File: src/rtl/approx_mul_pkg.sv
// Shared definitions for the approximate-multiplier controller slice:
// widths, the l=2 approximate product reference and the request record.
package approx_mul_pkg;

  localparam int L        = 2;
  localparam int DATA_W   = 8;
  localparam int ID_MAX_W = 4;

  typedef struct packed {
    logic [DATA_W-1:0]   x;
    logic [DATA_W-1:0]   y;
    logic                exact;
    logic [ID_MAX_W-1:0] id;
  } mul_req_t;

  // Rows 0 and 1 are dropped from the array; their upper bits are folded
  // back in as OR/AND compressed terms at weights 6..8.
  function automatic logic [15:0] approx_mul_l2(input logic [7:0] x,
                                                 input logic [7:0] y);
    logic [7:0]  p1;
    logic [7:0]  p2;
    logic [15:0] hi;
    logic [15:0] lo;
    p1 = y & {8{x[0]}};
    p2 = y & {8{x[1]}};
    hi = ({8'd0, y} * {10'd0, x[7:2]}) << L;
    lo = (16'(p1[6] | p2[5]) << 6) + (16'(p1[7] | p2[6]) << 7) +
         (16'(p1[7] & p2[6]) << 8) + (16'(p2[7]) << 8);
    return hi + lo;
  endfunction

endpackage

File: src/rtl/approx_mul_share_ctrl_if.sv
// Request/response bus between the requesting lanes and the shared
// multiplier controller. The master side is the requester/consumer.
interface approx_mul_share_ctrl_if #(
  parameter int NUM_REQ = 4,
  parameter int ID_W    = $clog2(NUM_REQ)
);

  logic [NUM_REQ-1:0]   req_valid;
  logic [NUM_REQ-1:0]   req_ready;
  logic [NUM_REQ*8-1:0] req_x;
  logic [NUM_REQ*8-1:0] req_y;
  logic [NUM_REQ-1:0]   req_exact;
  logic                 rsp_valid;
  logic                 rsp_ready;
  logic [ID_W-1:0]      rsp_id;
  logic [15:0]          rsp_z;
  logic                 rsp_exact;

  modport master (
    output req_valid, req_x, req_y, req_exact, rsp_ready,
    input  req_ready, rsp_valid, rsp_id, rsp_z, rsp_exact
  );

  modport slave (
    input  req_valid, req_x, req_y, req_exact, rsp_ready,
    output req_ready, rsp_valid, rsp_id, rsp_z, rsp_exact
  );

endinterface

File: src/rtl/approx_mul_core.sv
// Combinational 8x8 multiplier returning either the exact product or the
// l=2 approximate product.
module approx_mul_core
  import approx_mul_pkg::*;
(
  input  logic [DATA_W-1:0] x,
  input  logic [DATA_W-1:0] y,
  input  logic              exact,
  output logic [15:0]       z
);

  // Mode select between the full product and the truncated-row product.
  always_comb begin
    z = exact ? ({8'd0, x} * {8'd0, y}) : approx_mul_l2(x, y);
  end

endmodule

File: src/rtl/approx_mul_share_ctrl.sv
// Round-robin controller that shares one multiplier core between NUM_REQ
// lanes through a two-stage (operand / product) pipeline with backpressure.
module approx_mul_share_ctrl
  import approx_mul_pkg::*;
#(
  parameter int NUM_REQ = 4,
  parameter int ID_W    = $clog2(NUM_REQ)
) (
  input  logic                    clk,
  input  logic                    rst_n,
  approx_mul_share_ctrl_if.slave  bus,
  output logic                    busy
);

  logic [ID_W-1:0]    rr;
  logic [ID_W-1:0]    gnt;
  logic [ID_W-1:0]    offset;
  logic [NUM_REQ-1:0] rot_valid;
  logic               found;
  logic               b_load;
  logic               a_load;
  logic               take;
  mul_req_t           sel_req;
  mul_req_t           a_req;
  logic               a_valid;
  logic               b_valid;
  logic [15:0]        b_z;
  logic               b_exact;
  logic [ID_W-1:0]    b_id;
  logic [15:0]        core_z;

  assign b_load = !b_valid | bus.rsp_ready;
  assign a_load = !a_valid | b_load;
  // A stalled stage B freezes stage A too, even when A is empty.
  assign take   = found & a_load & b_load & rst_n;

  // Rotate valids so rr sits at bit 0, pick the lowest set bit, rotate back.
  always_comb begin
    rot_valid = '0;
    found     = 1'b0;
    offset    = '0;
    for (int i = 0; i < NUM_REQ; i++) begin
      rot_valid[i] = bus.req_valid[ID_W'((i + int'(rr)) % NUM_REQ)];
    end
    for (int i = NUM_REQ - 1; i >= 0; i--) begin
      if (rot_valid[i]) begin
        found  = 1'b1;
        offset = ID_W'(i);
      end
    end
    gnt = ID_W'((int'(rr) + int'(offset)) % NUM_REQ);
  end

  // One-hot accept for the winner and operand mux for stage A.
  always_comb begin
    bus.req_ready = '0;
    if (take) begin
      bus.req_ready[gnt] = 1'b1;
    end
    sel_req.x     = bus.req_x[gnt*8 +: 8];
    sel_req.y     = bus.req_y[gnt*8 +: 8];
    sel_req.exact = bus.req_exact[gnt];
    sel_req.id    = ID_MAX_W'(gnt);
  end

  // Round-robin pointer moves past the lane that just transferred.
  always_ff @(posedge clk or negedge rst_n) begin
    if (!rst_n) begin
      rr <= '0;
    end else if (take) begin
      rr <= ID_W'((int'(gnt) + 1) % NUM_REQ);
    end
  end

  // Stage A: registered operands of the accepted request.
  always_ff @(posedge clk or negedge rst_n) begin
    if (!rst_n) begin
      a_valid <= 1'b0;
      a_req   <= '0;
    end else if (b_load) begin
      a_valid <= found;
      if (found) begin
        a_req <= sel_req;
      end
    end
  end

  approx_mul_core u_core (
    .x     (a_req.x),
    .y     (a_req.y),
    .exact (a_req.exact),
    .z     (core_z)
  );

  // Stage B: registered product, which directly drives the response bus.
  always_ff @(posedge clk or negedge rst_n) begin
    if (!rst_n) begin
      b_valid <= 1'b0;
      b_z     <= '0;
      b_exact <= 1'b0;
      b_id    <= '0;
    end else if (b_load) begin
      b_valid <= a_valid;
      if (a_valid) begin
        b_z     <= core_z;
        b_exact <= a_req.exact;
        b_id    <= a_req.id[ID_W-1:0];
      end
    end
  end

  assign bus.rsp_valid = b_valid;
  assign bus.rsp_z     = b_z;
  assign bus.rsp_exact = b_exact;
  assign bus.rsp_id    = b_id;
  assign busy          = a_valid | b_valid;

endmodule

File: src/flat_wrapper.sv
// flat-port wrapper written by rule: the top's interface ports become plain ports
module approx_mul_share_ctrl_flat import approx_mul_pkg::*;
#(
  parameter int NUM_REQ = 4,
  parameter int ID_W    = $clog2(NUM_REQ)
)
  (clk, rst_n, busy, bus_req_valid, bus_req_x, bus_req_y, bus_req_exact, bus_rsp_ready, bus_req_ready, bus_rsp_valid, bus_rsp_id, bus_rsp_z, bus_rsp_exact);
  approx_mul_share_ctrl_if #(.NUM_REQ(NUM_REQ), .ID_W(ID_W)) bus_i ();
  input  logic clk;
  input  logic rst_n;
  output logic busy;
  input wire logic [$bits(bus_i.req_valid)-1:0] bus_req_valid;
  input wire logic [$bits(bus_i.req_x)-1:0] bus_req_x;
  input wire logic [$bits(bus_i.req_y)-1:0] bus_req_y;
  input wire logic [$bits(bus_i.req_exact)-1:0] bus_req_exact;
  input wire logic [$bits(bus_i.rsp_ready)-1:0] bus_rsp_ready;
  output wire logic [$bits(bus_i.req_ready)-1:0] bus_req_ready;
  output wire logic [$bits(bus_i.rsp_valid)-1:0] bus_rsp_valid;
  output wire logic [$bits(bus_i.rsp_id)-1:0] bus_rsp_id;
  output wire logic [$bits(bus_i.rsp_z)-1:0] bus_rsp_z;
  output wire logic [$bits(bus_i.rsp_exact)-1:0] bus_rsp_exact;
  assign bus_i.req_valid = bus_req_valid;
  assign bus_i.req_x = bus_req_x;
  assign bus_i.req_y = bus_req_y;
  assign bus_i.req_exact = bus_req_exact;
  assign bus_i.rsp_ready = bus_rsp_ready;
  assign bus_req_ready = bus_i.req_ready;
  assign bus_rsp_valid = bus_i.rsp_valid;
  assign bus_rsp_id = bus_i.rsp_id;
  assign bus_rsp_z = bus_i.rsp_z;
  assign bus_rsp_exact = bus_i.rsp_exact;
  approx_mul_share_ctrl #(.NUM_REQ(NUM_REQ), .ID_W(ID_W)) u_core (.clk(clk), .rst_n(rst_n), .bus(bus_i), .busy(busy));
endmodule
File: config.mk
export PLATFORM = sky130hd
export DESIGN_NAME = approx_mul_share_ctrl_flat
export DESIGN_NICKNAME = d
export VERILOG_FILES = /design/src/rtl/approx_mul_pkg.sv /design/src/rtl/approx_mul_share_ctrl_if.sv /design/src/rtl/approx_mul_core.sv /design/src/rtl/approx_mul_share_ctrl.sv /design/src/flat_wrapper.sv
export SDC_FILE = /design/constraint.sdc
export NUM_CORES = 1
export LEC_CHECK = 0
export CAP_MARGIN = 0
export CORE_MARGIN = 2
export CORE_UTILIZATION = 50
export DETAILED_ROUTE_END_ITERATION = 10
export PLACE_DENSITY = 0.76
export SYNTH_ARGS = -nofsm -noshare
export SYNTH_HDL_FRONTEND = slang
export SYNTH_SLANG_ARGS = --single-unit
File: constraint.sdc
create_clock -name clk -period 6.6 [get_ports clk]
set_input_delay 1.65 -clock clk [delete_from_list [all_inputs] [get_ports clk]]
set_output_delay 1.65 -clock clk [all_outputs]
set_load 0.01 [all_outputs]
==> results of run 1 <==
## routing by layer
metal  up-vias  share of wire  global-route usage
li1       2227              -                   -
met1      2360           0.41               0.301
met2       175           0.50               0.416
met3        41          0.053              0.0351
met4         0          0.036              0.0886
met5         -              0                   0
## flip-flops by register name, summed over array words and instances (netlist names)
| register | count |
|---|---|
| u_core.bus.rsp_exact | 1 |
| u_core.rr | 2 |
| u_core.bus.rsp_valid | 1 |
| u_core.bus.rsp_z | 16 |
| u_core.bus.rsp_id | 2 |
| u_core.a_valid | 1 |
| u_core.a_req | 19 |
## final cells by class
| type | count | share of cell area |
|---|---|---|
| timing repair buffer | 105 | 0.144 |
| multi-input combinational | 442 | 0.601 |
| clock inverter | 2 | 0.00523 |
| tap | 143 | 0.0249 |
| sequential | 42 | 0.146 |
| clock buffer | 6 | 0.0180 |
| inverter | 117 | 0.0612 |
## cell families after synthesis
group,synth area share
and+or+nand+nor,0.131
buffers and inverters,0.0935
adders and majority gates,0.347
AOI/OAI and AO/OA,0.0942
muxes,0.113
DFF,0.178
xor gates and xnor gates,0.0428
## path summary, 6_finish.rpt
kind                                        end  slack [ps]
hold reg to reg            u_core.bus.rsp_id[0]         460
hold / removal             u_core.bus.rsp_id[0]         460
setup / recovery               bus_req_ready[1]         430
max in group asynchronous   u_core.bus.rsp_z[7]        4760
setup reg to reg           u_core.bus.rsp_z[14]        1190
min in group asynchronous      u_core.a_req[15]        1450
## layout by cell type, fill, tap and decap left out, drive strengths merged, types with 2 or more instances in the layout
cell           netlist  final
and3                 6      6
fa                  58     58
mux2i                7      7
o311ai               2      2
ha                  71     71
nor3b                4      4
a21oi               25     25
mux4                17     17
xor2                12     12
inv                117    117
o21a                 2      2
dfrtp               42     42
nand3                7      7
xnor2               16     16
o21ai               27     27
a211oi               4      4
buf                 11      7
o221ai               3      3
and2                36     36
mux2                19     19
clkdlybuf4s50        0     98
nor2b                2      2
nor3                 8      8
nand2               64     64
nor4                 3      3
clkbuf              10      6
nor2                15     15
a2bb2oi              2      2
a21o                 9      9
a31oi                2      2
nand2b               3      3
## through the flow
| step | cells | worst slack [ps] |
|---|---|---|
| finish | 857 | 430 |
| global route | 857 | 297 |
| CTS | 857 | 483 |
| detailed placement | 849 | 501 |
| global placement | 849 | 599 |
| floorplan | 622 | 1610 |
## critical path, delay by kind of cell
kind | cells | cell delay [ps]
buffers and inverters | 4 | 1360
XOR/XNOR | 2 | 430
AO/OA/AOI/OAI | 3 | 420
adder cells (fa/ha/maj) | 2 | 350
AND/OR/NAND/NOR | 2 | 310
==> out/results.ini, run 1 <==
[drt]
drtAntennaViolNets = 0
drtIter0Drc = 306
routed_wl_um = 14500
dr.pass1.iters = 5
routedWlPerCell_um = 17.0
vias_per_cell = 5.60
drc_errors = 0
vias = 4803

[clocking]
cts_setup_buffers = 0
cts_resized = 0
h-tree-depth = 2
clk_latency_ps = 290
ctsHoldBuffers = 0
cts_tree = built
cts_buffers = 5
cts_root_buffer = clkbuf_16
clk_pin_slew_ps = 70
clock-sinks = 42
clock_path_buffers = 2

[floorplanning]
dieArea_um2 = 12700
core.rowCount = 39
coreArea_um2 = 11500
start_util = 0.515
io_pins = 100
die_w_um = 113
die_h_um = 113

[grt]
grt_pass1_wl_um = 24200
grt_antenna_before_repair = 0
grt_pass1_vias = 5101
grt_use_total = 0.239
overflow = 0
grt_max_degree = 48

[setup_path]
start_kind = primary input
cp.arrival_ps = 4520
crit_fanout = 11
slowest_delay_ps = 540
slowest_stage = clkdlybuf4s50_1
reg2reg_from = u_core.a_req[9]
crit_required_ps = 4950
reg2reg_depth = 17
critPathCaptureType = output port
path_class = in -> out
path_cells = clkdlybuf4s50_1 -> inv_1 -> o21ai_0 -> a21oi_1 -> nor3_1 -> a21oi_1 -> ha_1 -> xor2_1 -> xnor2_2 -> buf_4 -> ha_1 -> and3_1 -> clkdlybuf4s50_1
cp-startpoint = bus_req_valid[0]

[status]
status = completed

[logic_synthesis]
seq_area_frac_synth = 0.178
synth_edf_count = 0
synth.area.top_cells = fa_1 (20%), dfrtp_1 (18%), ha_1 (15%), inv_1 (7.4%), mux4_2 (6.5%)
synthCells = 622
synth_cell_types = 55
synth_top_cell_area_share = 0.197
synth_area_um2 = 5900
syn_avg_cell_area_um2 = 9.49
yosysWarnings = 0
synthTopCellsByCount = inv_1 (117), ha_1 (71), nand2_1 (64)
ys.flop_type = dfrtp_1
synth_nets = 826
synth_seq_cells = 42
yosys.area.top_type = fa_1
synth_most_common_cell = inv_1
async_flop_share = 1.00

[cells_and_area]
area_growth_pct = 21.6
fillCellCount = 916
regArea_um2 = 1050
drive_above_1_share = 0.0826
multiInputGateArea_um2 = 4310
nets = 917
antenna_cells = 0
utilization = 0.626
design_area_um2 = 7180

[sta]
finClkSkew_ps = 8.22
tightest_slew_ps = 891
max_freq_mhz = 162
setup_viol = 0
setup-tns-final_ps = 0
final.min_clock_period_ps = 6170
max_slew_margin = 0.404
drv_slew = 0
hold-worst-slack_ps = 463
finalCritPeriodShare = 0.935
hold_viol = 0
grt_setup_unrepaired = false

[min_path]
hp-class = reg -> reg
whs_path_depth = 2
hold_start = u_core.a_req[0]

[placement]
postPlaceCellArea_um2 = 7010
io_buffers = 99
dpl.hpwl_um = 11800
gp_congestion = 0.911

[job]
max_cap_violations = 0

Power of run 1 is not shown: default switching activity piles up to over one toggle a cycle in this logic, so the estimate is an artifact.
==> inputs of run 2 (changes only) <==
Settings changed: ABC_AREA set to 1, CORE_MARGIN 2 to unset, PLACE_DENSITY 0.76 to 0.75.
==> out/results.ini, run 2 <==
[status]
status = completed

[setup_path]
crit_cells = 16  ; +3
critPathCaptureType = output port
reg2reg_from = u_core.a_req[20]
slowest_stage = clkdlybuf4s50_1
slowest_delay_ps = 550  ; about the same
start_kind = primary input
reg2reg_depth = 21  ; +4
crit_buf_inv = 5  ; +1
cp.arrival_ps = 4530  ; about the same
path_class = in -> out
worstReg2RegEnd = u_core.bus.rsp_z[15]
crit_fanout = 20  ; +9
cpLargestDelayFamily = buffers and inverters
crit_required_ps = 4950  ; about the same
r2r_setup_slack_ps = 1550  ; +360 ps
path_cells = clkdlybuf4s50_1 -> inv_1 -> o21ai_1 -> nand2_1 -> o21ai_1 -> a21oi_1 -> nor2_1 -> ha_1 -> xor2_1 -> nand3b_1 -> nand2_4 -> inv_4 -> ha_1 -> inv_1 -> nor2_1 -> clkdlybuf4s50_1

[floorplanning]
die_h_um = 113  ; +0.62%
start_util = 0.514  ; -0.000770
die_w_um = 113  ; +0.62%
dieArea_um2 = 12800  ; +1.2%
io_pins = 100  ; unchanged
coreArea_um2 = 12100  ; +5.2%
core.rowCount = 40  ; +2.6%

[logic_synthesis]
synth.area.top_cells = fa_1 (19%), nand2_1 (17%), dfrtp_1 (17%), ha_1 (14%), inv_1 (11%)
synth_cell_types = 36  ; -35%
synth_seq_cells = 42  ; unchanged
synth_most_common_cell = nand2_1
ys.flop_type = dfrtp_1
yosys.area.top_type = fa_1
synth_nets = 1079  ; +31%
yosysWarnings = 0  ; unchanged
synth_area_um2 = 6200  ; +5.0%
seq_area_frac_synth = 0.170  ; -0.00852
synth_edf_count = 0  ; unchanged
async_flop_share = 1.00  ; unchanged
synth_top_cell_area_share = 0.187  ; -0.00942
synthCells = 875  ; +41%
synthTopCellsByCount = nand2_1 (281), inv_1 (176), ha_1 (71)
syn_avg_cell_area_um2 = 7.08  ; -25%

[clocking]
clk_latency_ps = 280  ; about the same
cts_resized = 0  ; unchanged
ctsHoldBuffers = 0  ; unchanged
cts_root_buffer = clkbuf_16
clk_pin_slew_ps = 60  ; about the same
cts_tree = built
cts_setup_buffers = 0  ; unchanged
h-tree-depth = 2  ; unchanged
clock_path_buffers = 2  ; unchanged
clock-sinks = 42  ; unchanged
cts_buffers = 5  ; unchanged

[drt]
vias_per_cell = 4.89  ; -13%
drtAntennaViolNets = 0  ; unchanged
drc_errors = 0  ; unchanged
dr.pass1.iters = 4  ; -1
vias = 5477  ; +14%
drtIter0Drc = 281  ; -8.2%
routedWlPerCell_um = 12.4  ; -27%
routed_wl_um = 13900  ; -4.2%

[cells_and_area]
area_growth_pct = 19.5
fillCellCount = 1143  ; +25%
multiInputGateArea_um2 = 4300  ; -0.20%
final_common_cell = nand2_1
nets = 1156  ; +26%
largest_reg_flops = 19  ; unchanged
top_register = u_core.a_req
layout_common_cells = nand2_1 (281), inv_1 (176), clkdlybuf4s50_1 (98)
drive_above_1_share = 0.0210  ; -0.0616
antenna_cells = 0  ; unchanged
regArea_um2 = 1050  ; unchanged

[job]
max_cap_violations = 0  ; unchanged

[sta]
setup_viol = 0  ; unchanged
max_slew_margin = 0.614  ; +0.210
finalCritPeriodShare = 0.936  ; about the same
grt_setup_unrepaired = false
max_freq_mhz = 162  ; about the same
setup-tns-final_ps = 0  ; unchanged
drv_slew = 0  ; unchanged
finClkSkew_ps = 5.45  ; -2.76 ps
tightest_slew_ps = 575  ; -316 ps
hold_viol = 0  ; unchanged
final.min_clock_period_ps = 6180  ; +4.79 ps

[grt]
grt_use_total = 0.239  ; +0.000422
grt_max_degree = 43  ; -10%
overflow = 0  ; unchanged
grt_antenna_before_repair = 0  ; unchanged
grt_pass1_vias = 5477  ; +7.4%
grt_pass1_wl_um = 24800  ; +2.3%

[min_path]
hold_start = u_core.bus.rsp_exact
holdPathEnd = u_core.bus.rsp_exact
hp-class = reg -> reg
whs_path_depth = 2  ; unchanged

[placement]
gp_congestion = 0.869  ; -4.7%
io_buffers = 99  ; unchanged
dpl.hpwl_um = 11700  ; -0.98%

run 2: worst max-delay path by stage:
stage,start,end,slack [ps]
2_1_floorplan,bus_req_valid[1],bus_req_ready[0],1560
6_report,bus_req_valid[3],bus_req_ready[1],420
5_1_grt,bus_req_valid[1],bus_req_ready[0],140
4_1_cts,bus_req_valid[1],bus_req_ready[1],450
3_3_place_gp,bus_req_valid[1],bus_req_ready[0],500
3_5_place_dp,bus_req_valid[1],bus_req_ready[1],460
run 2: layout make-up:
| cell class | instances | area share |
|---|---|---|
| Timing Repair Buffer | 104 | 0.138 |
| Multi-Input combinational cell | 618 | 0.581 |
| Sequential cell | 42 | 0.142 |
| Tap cell | 168 | 0.0284 |
| Clock buffer | 6 | 0.0188 |
| Inverter | 181 | 0.0921 |
run 2: per-layer routing:
layer,track usage,wire [um],vias to the layer above
met2,0.414,6490,140
met3,0.0375,731,22
met4,0.0491,197,0
met5,0,0,-
met1,0.316,6500,2496
li1,-,-,2819
run 2: cells by family after synthesis:
group | count (synthesis) | share of synthesized area
adders and majority gates | 129 | 0.331
AOI/OAI and AO/OA | 88 | 0.0757
and+or+nand+nor | 373 | 0.243
muxes | 16 | 0.0258
buffers and inverters | 215 | 0.136
xor gates and xnor gates | 12 | 0.0182
DFF | 42 | 0.170
run 2: stage by stage:
step | cells | cell area [um2] | setup slack [ps] | utilization | hold slack (ps)
after global routing | 1119 | 7410 | 137 | 0.614 | 488
after detailed placement | 1113 | 7270 | 464 | 0.602 | 458
final | 1119 | 7410 | 425 | 0.614 | 468
after CTS | 1119 | 7410 | 449 | 0.614 | 473
after floorplan | 875 | 6200 | 1560 | - | 442
after global placement | 1113 | 7270 | 497 | 0.602 | 454
run 2: worst reg2reg max path, cell delays in order (launching register included):
cell and delay, ps:
dfrtp_1 530, nand2_1 190, fa_1 530, fa_1 520, fa_1 570, inv_1 50, ha_1 380, or2_1 280
nand2_1 100, xnor2_1 140, fa_1 490, fa_1 450, nand2_1 100, nand2_1 60, nand3_1 90, nor2_1 90
nand3_1 80, nand2_1 50, nand3_1 70, nand2_1 80, nand2_1 60, nand2_1 40
Power of run 2 is left out for the same reason.
==> inputs of run 3 (changes only) <==
Settings changed: SYNTH_HIERARCHICAL set to 1.
==> out/results.ini, run 3 <==
[status]
status = completed

[setup_path]
critPathCaptureType = output port
start_kind = primary input
cp.arrival_ps = 4600  ; +70 ps
path_class = in -> out
slowest_delay_ps = 530  ; -20 ps
slowest_stage = clkdlybuf4s50_1
crit_required_ps = 4950  ; about the same
cpLargestDelayFamily = buffers and inverters
crit_buf_inv = 6  ; +1
crit_fanout = 21  ; +5.0%
path_cells = clkdlybuf4s50_1 -> inv_1 -> nand2_1 -> nand2_1 -> nand2_1 -> nand2_1 -> a21oi_1 -> nor2_1 -> ha_2 -> xor2_1 -> inv_1 -> nand3_4 -> nand2_4 -> inv_1 -> nand3_1 -> inv_1 -> clkdlybuf4s50_1

[cells_and_area]
final_common_cell = nand2_1
top_register = u_core/a_req
largest_reg_flops = 19  ; unchanged
area_growth_pct = 18.4
drive_above_1_share = 0.0897  ; +0.0687
antenna_cells = 0  ; unchanged
nets = 1124  ; -2.8%
layout_common_cells = nand2_1 (218), inv_1 (181), clkdlybuf4s50_1 (98)

[floorplanning]
coreArea_um2 = 12700  ; +5.1%
die_h_um = 116  ; +2.4%
core.rowCount = 41  ; +2.5%
dieArea_um2 = 13500  ; +4.8%
die_w_um = 116  ; +2.4%
start_util = 0.513  ; -0.000910
io_pins = 100  ; unchanged

[grt]
grt_antenna_before_repair = 0  ; unchanged
grt_use_total = 0.239  ; -0.000328
overflow = 0  ; unchanged
grt_pass1_wl_um = 25100  ; +1.2%
grt_pass1_vias = 5644  ; +3.0%
grt_max_degree = 43  ; unchanged

[placement]
io_buffers = 99  ; unchanged
dpl.hpwl_um = 12500  ; +7.2%
gp_congestion = 0.882  ; +1.5%

[drt]
routed_wl_um = 14700  ; +5.4%
drtIter0Drc = 297  ; +5.7%
drc_errors = 0  ; unchanged
vias = 5462  ; -0.27%
vias_per_cell = 4.98  ; +1.7%
drtAntennaViolNets = 0  ; unchanged
routedWlPerCell_um = 13.4  ; +7.5%
dr.pass1.iters = 5  ; +1

[logic_synthesis]
synth_area_um2 = 6500  ; +4.9%
synth_top_cell_area_share = 0.179  ; -0.00869
synth_cell_types = 40  ; +11%
synth_nets = 1046  ; -3.1%
yosysWarnings = 6  ; +6
async_flop_share = 1.00  ; unchanged
synthCells = 846  ; -3.3%
synth_edf_count = 0  ; unchanged
synth_most_common_cell = nand2_1
synth_seq_cells = 42  ; unchanged
ys.flop_type = dfrtp_1
synthTopCellsByCount = nand2_1 (218), inv_1 (181), ha_1 (67)
yosys.area.top_type = fa_1
synth.area.top_cells = fa_1 (18%), dfrtp_1 (16%), ha_1 (13%), nand2_1 (13%), inv_1 (10%)
syn_avg_cell_area_um2 = 7.68  ; +8.5%
seq_area_frac_synth = 0.162  ; -0.00787

[clocking]
ctsHoldBuffers = 0  ; unchanged
clk_pin_slew_ps = 60  ; about the same
cts_setup_buffers = 0  ; unchanged
clock_path_buffers = 2  ; unchanged
cts_root_buffer = clkbuf_16
cts_resized = 0  ; unchanged
clock-sinks = 42  ; unchanged
clk_latency_ps = 290  ; about the same
h-tree-depth = 2  ; unchanged
cts_tree = built
cts_buffers = 5  ; unchanged

[sta]
drv_slew = 0  ; unchanged
max_slew_margin = 0.477  ; -0.137
max_freq_mhz = 160  ; -1.2%
hold_viol = 0  ; unchanged
finClkSkew_ps = 8.55  ; +3.10 ps
final.min_clock_period_ps = 6250  ; +73.0 ps
tightest_slew_ps = 783  ; +208 ps
grt_setup_unrepaired = false
setup_viol = 0  ; unchanged
setup-tns-final_ps = 0  ; unchanged
finalCritPeriodShare = 0.947  ; +0.0111

[job]
max_cap_violations = 0  ; unchanged

[min_path]
hp-class = reg -> reg

==> run 3: cell types whose count changed after synthesis, sizes merged, moves of 4 or more <==
cell	before	now
a21oi	43	22
mux2i	16	34
buf	10	15
inv	179	184
nand3b	8	3
o21ai	33	22
nand3	43	64
nand2	283	251
mux2	0	19
nor2	32	21
ha	71	67
clkbuf	24	17
a31oi	5	0
==> run 3: cell type report <==
cell class	count	area, um2
multi-input cells	587	4570
well taps	172	215
inverters	185	699
flip-flops and latches	42	1050
clock buffers	6	129
clock inverters	2	13.8
fillers	1165	4980
repair buffers	103	1020
==> run 3: per-layer routing <==
| metal | share of wire | track usage |
|---|---|---|
| met2 | 0.49 | 0.424 |
| met1 | 0.43 | 0.288 |
| met4 | 0.034 | 0.0991 |
| met5 | 0 | 0 |
| met3 | 0.045 | 0.0356 |
==> run 3: cells by family (layout without fill, tap and decap cells) <==
kind of cell | Yosys count | count (layout) | synth area share
adders and majority gates | 125 | 125 | 0.308
and+or+nand+nor | 344 | 344 | 0.247
xor gates and xnor gates | 13 | 13 | 0.0175
AOI/OAI and AO/OA | 52 | 52 | 0.0447
muxes | 53 | 53 | 0.0853
DFF | 42 | 42 | 0.162
buffers and inverters | 217 | 296 | 0.136
==> run 3: through the flow <==
stage | cells | utilization | worst slack [ps] | hold slack, ps | instance area [um2]
6_report | 1097 | 0.607 | 352 | 489 | 7690
2_1_floorplan | 846 | - | 1540 | 444 | 6500
3_3_place_gp | 1089 | 0.596 | 454 | 477 | 7550
4_1_cts | 1097 | 0.607 | 388 | 493 | 7690
5_1_grt | 1097 | 0.607 | 74.2 | 524 | 7690
3_5_place_dp | 1089 | 0.596 | 402 | 479 | 7550
==> run 3: final timing paths <==
kind / from / endpoint / slack (ps) / cells past startpoint
max: bus_req_valid[1] / bus_req_ready[1] / 350 / 17
min: u_core/a_req[1] / u_core/a_req[1] / 490 / 2
max reg2reg: u_core/a_req[6] / u_core/bus.rsp_z[15] / 1110 / 21
min reg2reg: u_core/a_req[1] / u_core/a_req[1] / 490 / 2
max in group asynchronous: rst_n / u_core/a_req[14] / 4790 / 2
min in group asynchronous: rst_n / u_core/bus.rsp_id[0] / 1460 / 2
==> run 3: worst reg2reg max path: cells and delay by family (launching register included) <==
kind                     cells  cell delay [ps]
adder cells (fa/ha/maj)      6             2980
AND/OR/NAND/NOR              9              780
flip-flops                   1              620
AO/OA/AOI/OAI                2              450
multiplexers                 1              250
XOR/XNOR                     1              160
buffers and inverters        2              120
Power of run 3 is left out for the same reason.
